File: src/rtl/phase_counter_pkg.sv
// Shared types and default constants for the phase counter scheduler.
// Two requesters share one x/y counter pair that runs a fixed two-phase job.
package phase_counter_pkg;

  localparam int DEF_W       = 11;
  localparam int DEF_X_KNEE  = 100;
  localparam int DEF_X_LIMIT = 200;
  localparam int DEF_Y_INIT  = 100;
  localparam int DEF_Y_LIMIT = 200;

  // The low two bits form the external phase code; DONE aliases IDLE there
  // and is told apart by busy being high.
  typedef enum logic [2:0] {
    ST_IDLE    = 3'd0,
    ST_LOAD    = 3'd1,
    ST_PHASE_A = 3'd2,
    ST_PHASE_B = 3'd3,
    ST_DONE    = 3'd4
  } state_e;

  function automatic logic [1:0] onehot2(input logic idx);
    return idx ? 2'b10 : 2'b01;
  endfunction

endpackage

File: src/rtl/phase_counter_sched_if.sv
// Requester-facing signal bundle of phase_counter_sched.
// Handshake: a requester raises req[i] and holds it high until done[i] pulses;
// grant[i] stays high from LOAD through DONE; dropping req[i] early aborts the job.
interface phase_counter_sched_if
  import phase_counter_pkg::*;
#(
  parameter int W = DEF_W
);
  logic [1:0]   req;
  logic         hold;
  logic [1:0]   grant;
  logic [1:0]   done;
  logic         busy;
  logic [1:0]   phase;
  logic [W-1:0] x;
  logic [W-1:0] y;
  logic         inv_err;
  logic         rr_ptr;

  modport master (
    output req, hold,
    input  grant, done, busy, phase, x, y, inv_err, rr_ptr
  );

  modport slave (
    input  req, hold,
    output grant, done, busy, phase, x, y, inv_err, rr_ptr
  );
endinterface

File: src/rtl/rr_arb2.sv
// Two-requester round-robin arbiter: ptr names the requester preferred next.
// advance moves the preference to the requester that was not just served.
module rr_arb2
  import phase_counter_pkg::*;
(
  input  logic       clk,
  input  logic       rst_n,
  input  logic [1:0] req,
  input  logic       advance,
  input  logic       served,
  output logic [1:0] grant,
  output logic       ptr
);
  logic ptr_q, ptr_d;
  logic other;

  assign other = ~ptr_q;
  assign ptr   = ptr_q;

  always_comb begin
    ptr_d = ptr_q;
    if (advance) ptr_d = ~served;
  end

  always_comb begin
    grant = 2'b00;
    if (req[ptr_q])      grant = onehot2(ptr_q);
    else if (req[other]) grant = onehot2(other);
  end

  always_ff @(posedge clk or negedge rst_n) begin
    if (!rst_n) ptr_q <= 1'b0;
    else        ptr_q <= ptr_d;
  end
endmodule

File: src/rtl/phase_counter_sched.sv
// Grants the shared x/y counter pair to one requester and runs LOAD, PHASE_A
// (x counts to X_KNEE) and PHASE_B (x counts to X_LIMIT, y saturates at Y_LIMIT).
module phase_counter_sched
  import phase_counter_pkg::*;
#(
  parameter int W       = DEF_W,
  parameter int X_KNEE  = DEF_X_KNEE,
  parameter int X_LIMIT = DEF_X_LIMIT,
  parameter int Y_INIT  = DEF_Y_INIT,
  parameter int Y_LIMIT = DEF_Y_LIMIT
) (
  input logic                  clk,
  input logic                  rst,
  phase_counter_sched_if.slave bus
);
  if (X_KNEE <= 0 || X_KNEE >= X_LIMIT || X_LIMIT >= (1 << W)) begin : g_bad_x
    $error("phase_counter_sched: require 0 < X_KNEE < X_LIMIT < 2**W");
  end
  if (Y_INIT < 0 || Y_INIT > Y_LIMIT || Y_LIMIT >= (1 << W)) begin : g_bad_y
    $error("phase_counter_sched: require Y_INIT <= Y_LIMIT < 2**W");
  end

  localparam logic [W-1:0] XK_LAST = W'(X_KNEE - 1);
  localparam logic [W-1:0] XL_LAST = W'(X_LIMIT - 1);
  localparam logic [W-1:0] XL      = W'(X_LIMIT);
  localparam logic [W-1:0] YI      = W'(Y_INIT);
  localparam logic [W-1:0] YL      = W'(Y_LIMIT);
  localparam logic [W-1:0] ONE     = W'(1);

  state_e       state_q, state_d;
  logic [1:0]   grant_q, grant_d;
  logic [1:0]   done_q, done_d;
  logic [W-1:0] x_q, x_d;
  logic [W-1:0] y_q, y_d;
  logic         inv_q, inv_d;
  logic [1:0]   arb_grant;
  logic         arb_ptr;
  logic         advance;
  logic         abort;
  logic         owner_req;

  rr_arb2 u_arb (
    .clk     (clk),
    .rst_n   (rst),
    .req     (bus.req),
    .advance (advance),
    .served  (grant_q[1]),
    .grant   (arb_grant),
    .ptr     (arb_ptr)
  );

  assign owner_req = |(bus.req & grant_q);

  always_comb begin
    state_d = state_q;
    grant_d = grant_q;
    done_d  = 2'b00;
    x_d     = x_q;
    y_d     = y_q;
    advance = 1'b0;
    abort   = 1'b0;
    inv_d   = inv_q | ((state_q != ST_LOAD) && (x_q >= XL) && (y_q != YL));

    case (state_q)
      ST_IDLE: begin
        if (|arb_grant) begin
          state_d = ST_LOAD;
          grant_d = arb_grant;
        end
      end
      ST_LOAD: begin
        if (!owner_req) abort = 1'b1;
        else begin
          x_d     = '0;
          y_d     = YI;
          state_d = ST_PHASE_A;
        end
      end
      ST_PHASE_A: begin
        if (!owner_req) abort = 1'b1;
        else if (!bus.hold) begin
          x_d = x_q + ONE;
          if (x_q == XK_LAST) state_d = ST_PHASE_B;
        end
      end
      ST_PHASE_B: begin
        if (!owner_req) abort = 1'b1;
        else if (!bus.hold) begin
          x_d = x_q + ONE;
          if (y_q < YL) y_d = y_q + ONE;
          if (x_q == XL_LAST) state_d = ST_DONE;
        end
      end
      ST_DONE: begin
        done_d  = grant_q;
        grant_d = 2'b00;
        advance = 1'b1;
        state_d = ST_IDLE;
      end
      default: state_d = ST_IDLE;
    endcase

    // An abandoned job releases the counters but leaves x/y as they were.
    if (abort) begin
      state_d = ST_IDLE;
      grant_d = 2'b00;
      advance = 1'b1;
    end
  end

  always_ff @(posedge clk or negedge rst) begin
    if (!rst) begin
      state_q <= ST_IDLE;
      grant_q <= 2'b00;
      done_q  <= 2'b00;
      x_q     <= '0;
      y_q     <= YI;
      inv_q   <= 1'b0;
    end else begin
      state_q <= state_d;
      grant_q <= grant_d;
      done_q  <= done_d;
      x_q     <= x_d;
      y_q     <= y_d;
      inv_q   <= inv_d;
    end
  end

  assign bus.grant   = grant_q;
  assign bus.done    = done_q;
  assign bus.busy    = (state_q != ST_IDLE);
  assign bus.phase   = state_q[1:0];
  assign bus.x       = x_q;
  assign bus.y       = y_q;
  assign bus.inv_err = inv_q;
  assign bus.rr_ptr  = arb_ptr;
endmodule
File: src/flat_wrapper.sv
// flat-port wrapper written by rule: the top's interface ports become plain ports
module phase_counter_sched_flat import phase_counter_pkg::*;
#(
  parameter int W       = DEF_W,
  parameter int X_KNEE  = DEF_X_KNEE,
  parameter int X_LIMIT = DEF_X_LIMIT,
  parameter int Y_INIT  = DEF_Y_INIT,
  parameter int Y_LIMIT = DEF_Y_LIMIT
)
  (clk, rst, bus_req, bus_hold, bus_grant, bus_done, bus_busy, bus_phase, bus_x, bus_y, bus_inv_err, bus_rr_ptr);
  phase_counter_sched_if #(.W(W)) bus_i ();
  input logic clk;
  input logic rst;
  input wire logic [$bits(bus_i.req)-1:0] bus_req;
  input wire logic [$bits(bus_i.hold)-1:0] bus_hold;
  output wire logic [$bits(bus_i.grant)-1:0] bus_grant;
  output wire logic [$bits(bus_i.done)-1:0] bus_done;
  output wire logic [$bits(bus_i.busy)-1:0] bus_busy;
  output wire logic [$bits(bus_i.phase)-1:0] bus_phase;
  output wire logic [$bits(bus_i.x)-1:0] bus_x;
  output wire logic [$bits(bus_i.y)-1:0] bus_y;
  output wire logic [$bits(bus_i.inv_err)-1:0] bus_inv_err;
  output wire logic [$bits(bus_i.rr_ptr)-1:0] bus_rr_ptr;
  assign bus_i.req = bus_req;
  assign bus_i.hold = bus_hold;
  assign bus_grant = bus_i.grant;
  assign bus_done = bus_i.done;
  assign bus_busy = bus_i.busy;
  assign bus_phase = bus_i.phase;
  assign bus_x = bus_i.x;
  assign bus_y = bus_i.y;
  assign bus_inv_err = bus_i.inv_err;
  assign bus_rr_ptr = bus_i.rr_ptr;
  phase_counter_sched #(.W(W), .X_KNEE(X_KNEE), .X_LIMIT(X_LIMIT), .Y_INIT(Y_INIT), .Y_LIMIT(Y_LIMIT)) u_core (.clk(clk), .rst(rst), .bus(bus_i));
endmodule
File: config.mk
export PLATFORM = sky130hd
export DESIGN_NAME = phase_counter_sched_flat
export DESIGN_NICKNAME = d
export VERILOG_FILES = /design/src/rtl/phase_counter_pkg.sv /design/src/rtl/phase_counter_sched_if.sv /design/src/rtl/rr_arb2.sv /design/src/rtl/phase_counter_sched.sv /design/src/flat_wrapper.sv
export SDC_FILE = /design/constraint.sdc
export NUM_CORES = 1
export LEC_CHECK = 0
export ABC_AREA = 1
export BUFFER_PORTS_ARGS = -buffer_cell sky130_fd_sc_hd__buf_2
export CAP_MARGIN = 20
export CORE_ASPECT_RATIO = 1.1
export CORE_UTILIZATION = 39
export CTS_BUF_LIST = sky130_fd_sc_hd__clkbuf_2 sky130_fd_sc_hd__clkbuf_4 sky130_fd_sc_hd__clkbuf_8
export DETAILED_ROUTE_END_ITERATION = 10
export GPL_ROUTABILITY_DRIVEN = 0
export GPL_TIMING_DRIVEN = 0
export HOLD_SLACK_MARGIN = 0.05
export PLACE_DENSITY = 0.64
export SLEW_MARGIN = 20
export SYNTH_ARGS = -nofsm -noshare
export SYNTH_HDL_FRONTEND = slang
export SYNTH_SLANG_ARGS = --single-unit
File: constraint.sdc
create_clock -name clk -period 3.5 [get_ports clk]
set_clock_uncertainty 0.1 [all_clocks]
set_input_delay 0.35 -clock clk [delete_from_list [all_inputs] [get_ports clk]]
set_output_delay 0.35 -clock clk [all_outputs]
set_load 0.05 [all_outputs]
Yosys cells after proc, flatten, opt, wreduce, memory -nomap -nowiden:

Cells that the tools add are included.

* memories kept: 0
* input port bits: 5
* output and inout port bits: 31
* memory bits (read-only): 0
* logic and storage cells: 89
* bits in latches: 0
* register bits after elaboration: 31
* RAM bits: 0

* divide/modulo/power cells: 0
* $lt $le $gt $ge: 4
* mux-type cells: 35
* bitwise operators: 4
* multiply operators: 0
* equality and inequality tests: 22
* $add $sub $neg: 2
* reductions and logical operators: 15
* shift-type cells: 0

Operators by type and width (count)
* $mux 11: 7
* $pmux 11 s2: 2
* $mux 3: 9
* $add 11x1->11 const B: 2
* $ne 3x1->1 const B: 7
* $mux 2: 7
* $pmux 3 s4: 1
* $eq 11x7->1 const B: 1
* $eq 11x8->1 const B: 1
* $ge 11x8->1 const B: 1
* $lt 11x8->1 const B: 1
* $ne 11x8->1 const B: 1
* $mux 1: 8
* $ne 2x1->1 const B: 4
* $reduce_and 8->1: 1
* $eq 3x2->1 const B: 2
* $ne 3x2->1 const B: 2
* $reduce_bool 3->1: 2
* $reduce_or 2->1: 3
* $reduce_and 5->1: 1
* $lt 1x2->1 const B: 2
* $ne 2x2->1 const B: 2
* $pmux 2 s2: 1
* $reduce_and 4->1: 1
* 10 further kinds: 13

Logic depth before layout (Yosys ltp):

* depth after elaboration: 9
* depth in mapped cells: 9
* mapped depth without buffers: 9

By module:

Synthesis repeated with hierarchy kept, for this count alone.

* cell total of the unflattened synthesis: 265
* area total of the unflattened synthesis: 1935.6 µm²

Modules (own cells, without submodules)
* phase_counter_sched: area an instance 1875.5 µm², cells each 256, sequential area each 754.5 µm², instances 1
* rr_arb2: area an instance 60.1 µm², cells each 9, sequential area each 25.0 µm², instances 1

Worst setup path before layout:

Ideal clock, no wire load.

* path kind: flip-flop to flip-flop
* from: reg u_core.x_q[1] (netlist: u_core.bus.x[1])
* to: reg u_core.x_q[10] (netlist: u_core.bus.x[10])
* data required time: 3.283 ns
* slack: 1.680 ns
* period minus slack after synthesis: 1.820 ns
* arrival time: 1.603 ns
* stages on the path, launching flop included: 9
* path buffers: 0
* library setup time: 0.117 ns
* cell sequence: dfrtp_1 -> ha_1 -> nand2_1 -> nor2_1 -> nand2_1 -> nor2_1 -> nand3_1 -> nor2_1 -> nor2_1

* word-level cells in the longest chain between the ends: 4

Ends and longest elaborated chain
* from (decl): RTL line phase_counter_sched.sv:33 `logic [W-1:0] x_q, x_d;`
* from (signal assigned): RTL line phase_counter_sched.sv:116 `x_q <= '0;`
* from (signal assigned): RTL line phase_counter_sched.sv:123 `x_q <= x_d;`
* $add 11x1->11: RTL line phase_counter_sched.sv:82, phase_counter_sched.sv:89
* $mux 11: RTL line phase_counter_sched.sv:81, phase_counter_sched.sv:88
* $mux 11: RTL line phase_counter_sched.sv:80 `if (!owner_req) abort = 1'b1;`
* $pmux 11 s2: RTL line phase_counter_sched.sv:64 `case (state_q)`

No other way between the ends. The select of a mux whose other input is x is not followed.
A chain may end at the register's enable or synchronous reset.

Final worst setup path:

* from: reg u_core.state_q[1]
* to: out bus_busy

* word-level cells in the longest chain between the ends: 1

Ends and longest elaborated chain
* from (decl): RTL line phase_counter_sched.sv:30 `state_e state_q, state_d;`
* from (signal assigned): RTL line phase_counter_sched.sv:120 `state_q <= state_d;`
* $reduce_bool 3->1: RTL line phase_counter_sched.sv:131 `assign bus.busy = (state_q != ST_IDLE);`
* to (decl): RTL line flat_wrapper.sv:18 `output wire logic [$bits(bus_i.busy)-1:0] bus_busy;`

No other way between the ends.

==> reports/metrics.yaml <==
grt:
  track_usage_pct: 17.5
  grt_max_degree: 32
  overflow: 0
  grt_pass1_wl_mm: 6.62
  antenna_found_initial: 0
  grt_pass1_vias: 1498
die:
  die_h_um: 74.3
  rows: 25
  core-area_mm2: 0.00444
  io_pins: 36
  die_area_mm2: 0.00504
  die_w_um: 67.8
  initial_utilization_pct: 41.8
cells_and_area:
  fin_cells: 345
  syn2layout_area_growth_pct: 18.3
  drive_gt1_share_pct: 24.7
  stdcell_area_mm2: 0.00220
  utilization_pct: 49.4
  num_antenna_cells: 0
  nets: 300
cts:
  clock_sinks: 31
  clock_path_buffers: 2
  clock_latency_ns: 0.28
  cts_resized: 0
  post-cts-setup-buffers: 0
  cts-hold-fix-buffers: 1
  htree_num_levels: 2
  cts_inserted_buffers: 5
  clk_pin_slew_ns: 0.06
  cts_tree: "yes"
  cts_root_buf: "clkbuf_8"
drt:
  wl_met3_um: 151
  final_antenna_net_count: 0
  top_layer: "met4"
  drt-met1-wl_mm: 1.94
  vias: 1692
  drt_wl_total_mm: 3.96
  dr.pass1.iters: 4
  vias_per_cell: 4.90
  drt-initial-drc-count: 71
  met2_length_mm: 1.82
  drcViolationCount: 0
  avgRoutedWirePerCell_um: 11.5
logic_synthesis:
  yosysSeqAreaShare_pct: 42.0
  yosys.area_share.xor_xnor_pct: 1.42
  yosys_warnings: 0
  synth_mux_area_share_pct: 0
  synthCells: 248
  synth_top_family_by_area: "simple AND/OR/NAND/NOR gates"
  synth_compound_area_share_pct: 9.84
  ys_ff_latch: 31
  synthAdderAreaFrac_pct: 2.70
  yosysMostFrequentCell: "nand2_1"
  yosys.area.top_type: "dfrtp_1"
  synth-edff-count: 0
  synth_nets: 257
  ys_dominant_reg_cell: "dfrtp_1"
  synthArstFlopShare_pct: 100
  synth_simple_gate_area_share_pct: 33.2
  synth_top_area_share_pct: 37.8
  ys_types: 30
  syn_area_mm2: 0.00186
  synthTopCellsByArea: "dfrtp_1 (38%), nand2_1 (11%), inv_1 (7.3%)"
  syn_area_per_cell_um2: 7.48
  netlist_top_cells_count: "nand2_1 (55), inv_1 (36), nor2_1 (30)"
setup_path:
  start_kind: "flop"
  critPathArrivalTime_ns: 1.33
  critical_path_class: "reg -> out"
  worst-path-max-fanout: 8
  worstSetupEndpointType: "primary output"
  required_ns: 3.05
flow_run:
  cap_violations: 0
min_path:
  hold_path.class: "in -> reg"
place:
  placed_area_mm2: 0.00210
  portBuffers: 35
  pre_cts_ws_ns: 1.94
  dp.cells: 337
  place_hpwl_mm: 2.91
timing:
  hold_viol_final: 0
  slew_headroom_pct: 52.4
  post-route-min-period_ns: 1.78
  fin_hold_ws_ns: 0.265
  setup_violations: 0
  fmax_ghz: 0.561
  rsz0062_at_grt: "false"
  setup_slack_ns: 1.72
  drv_slew: 0
  fin_setup_tns_ns: 0
  min_period_over_period_pct: 50.9
  tightest_slew_ns: 0.715
power:
  power.density_mw_per_mm2: 894
  power.total_mw: 1.96
  power_leakage_nw: 1.13
  ir_drop_v: 0.000440
outcome:
  status: "finished clean"
## state kept, by name, summed over array words and instances (netlist names)
name,count
u_core.bus.grant,2
u_core.bus.done,2
u_core.bus.x,11
u_core.bus.y,11
u_core.u_arb.ptr,1
u_core.bus.inv_err,1
u_core.state_q,3
## critical path, stage by stage, from the launching register on
cell	delay, ns
dfrtp_1	0.48
nor2_2	0.21
nand2_1	0.13
buf_2	0.24
## report_power, final
group | total (mW) | internal, mW | switching (mW) | leakage (nW)
Sequential | 0.597 | 0.472 | 0.125 | 0.407
Combinational | 1.08 | 0.286 | 0.795 | 0.680
Clock | 0.284 | 0.154 | 0.130 | 0.0470
## final cells by class
class	count	area, µm²
Tap cell	54	67.6
Clock buffer	6	82.6
Buffer	5	45.0
Timing Repair Buffer	36	185
Multi-Input combinational cell	171	875
Fill cell	446	2250
Clock inverter	1	5.00
Inverter	41	156
Sequential cell	31	779
## final timing paths
check	cells past startpoint	startpoint	slack [ns]	end
setup / recovery	3	u_core.state_q[1]	1.72	bus_busy
hold / removal	3	bus_req[1]	0.26	u_core.bus.grant[1]
setup reg to reg	9	u_core.bus.x[1]	1.91	u_core.bus.x[10]
hold reg to reg	1	u_core.bus.inv_err	0.40	u_core.bus.inv_err
max in group asynchronous	2	rst	2.28	u_core.bus.y[4]
min in group asynchronous	2	rst	0.56	u_core.bus.x[1]
## layer usage
metal  up-vias  global-route usage (%)
li1        871                       -
met1       781                    23.0
met2        34                    28.1
met3         6                    4.75
met4         0                    4.96
met5         -                       0
## cell families (layout without fill, tap and decap cells)
| logic type | after synthesis | in the layout |
|---|---|---|
| AOI/OAI and AO/OA | 31 | 31 |
| xor gates and xnor gates | 3 | 3 |
| adders and majority gates | 4 | 4 |
| buffers and inverters | 46 | 89 |
| DFF | 31 | 31 |
| and+or+nand+nor | 133 | 133 |
## placed cells by master, fill, tap and decap left out, types with 4 or more instances in the layout
cell | netlist | layout
buf_2 | 0 | 35
o21ai_1 | 8 | 8
a21oi_1 | 4 | 4
nor3_1 | 4 | 4
nand3_1 | 27 | 27
inv_2 | 4 | 4
ha_1 | 4 | 4
nand4_1 | 5 | 5
nand2_1 | 55 | 55
inv_1 | 36 | 36
dfrtp_1 | 28 | 28
clkbuf_8 | 0 | 6
o21ai_0 | 10 | 10
nor2_1 | 30 | 30
(Power assumes the default switching activity.)
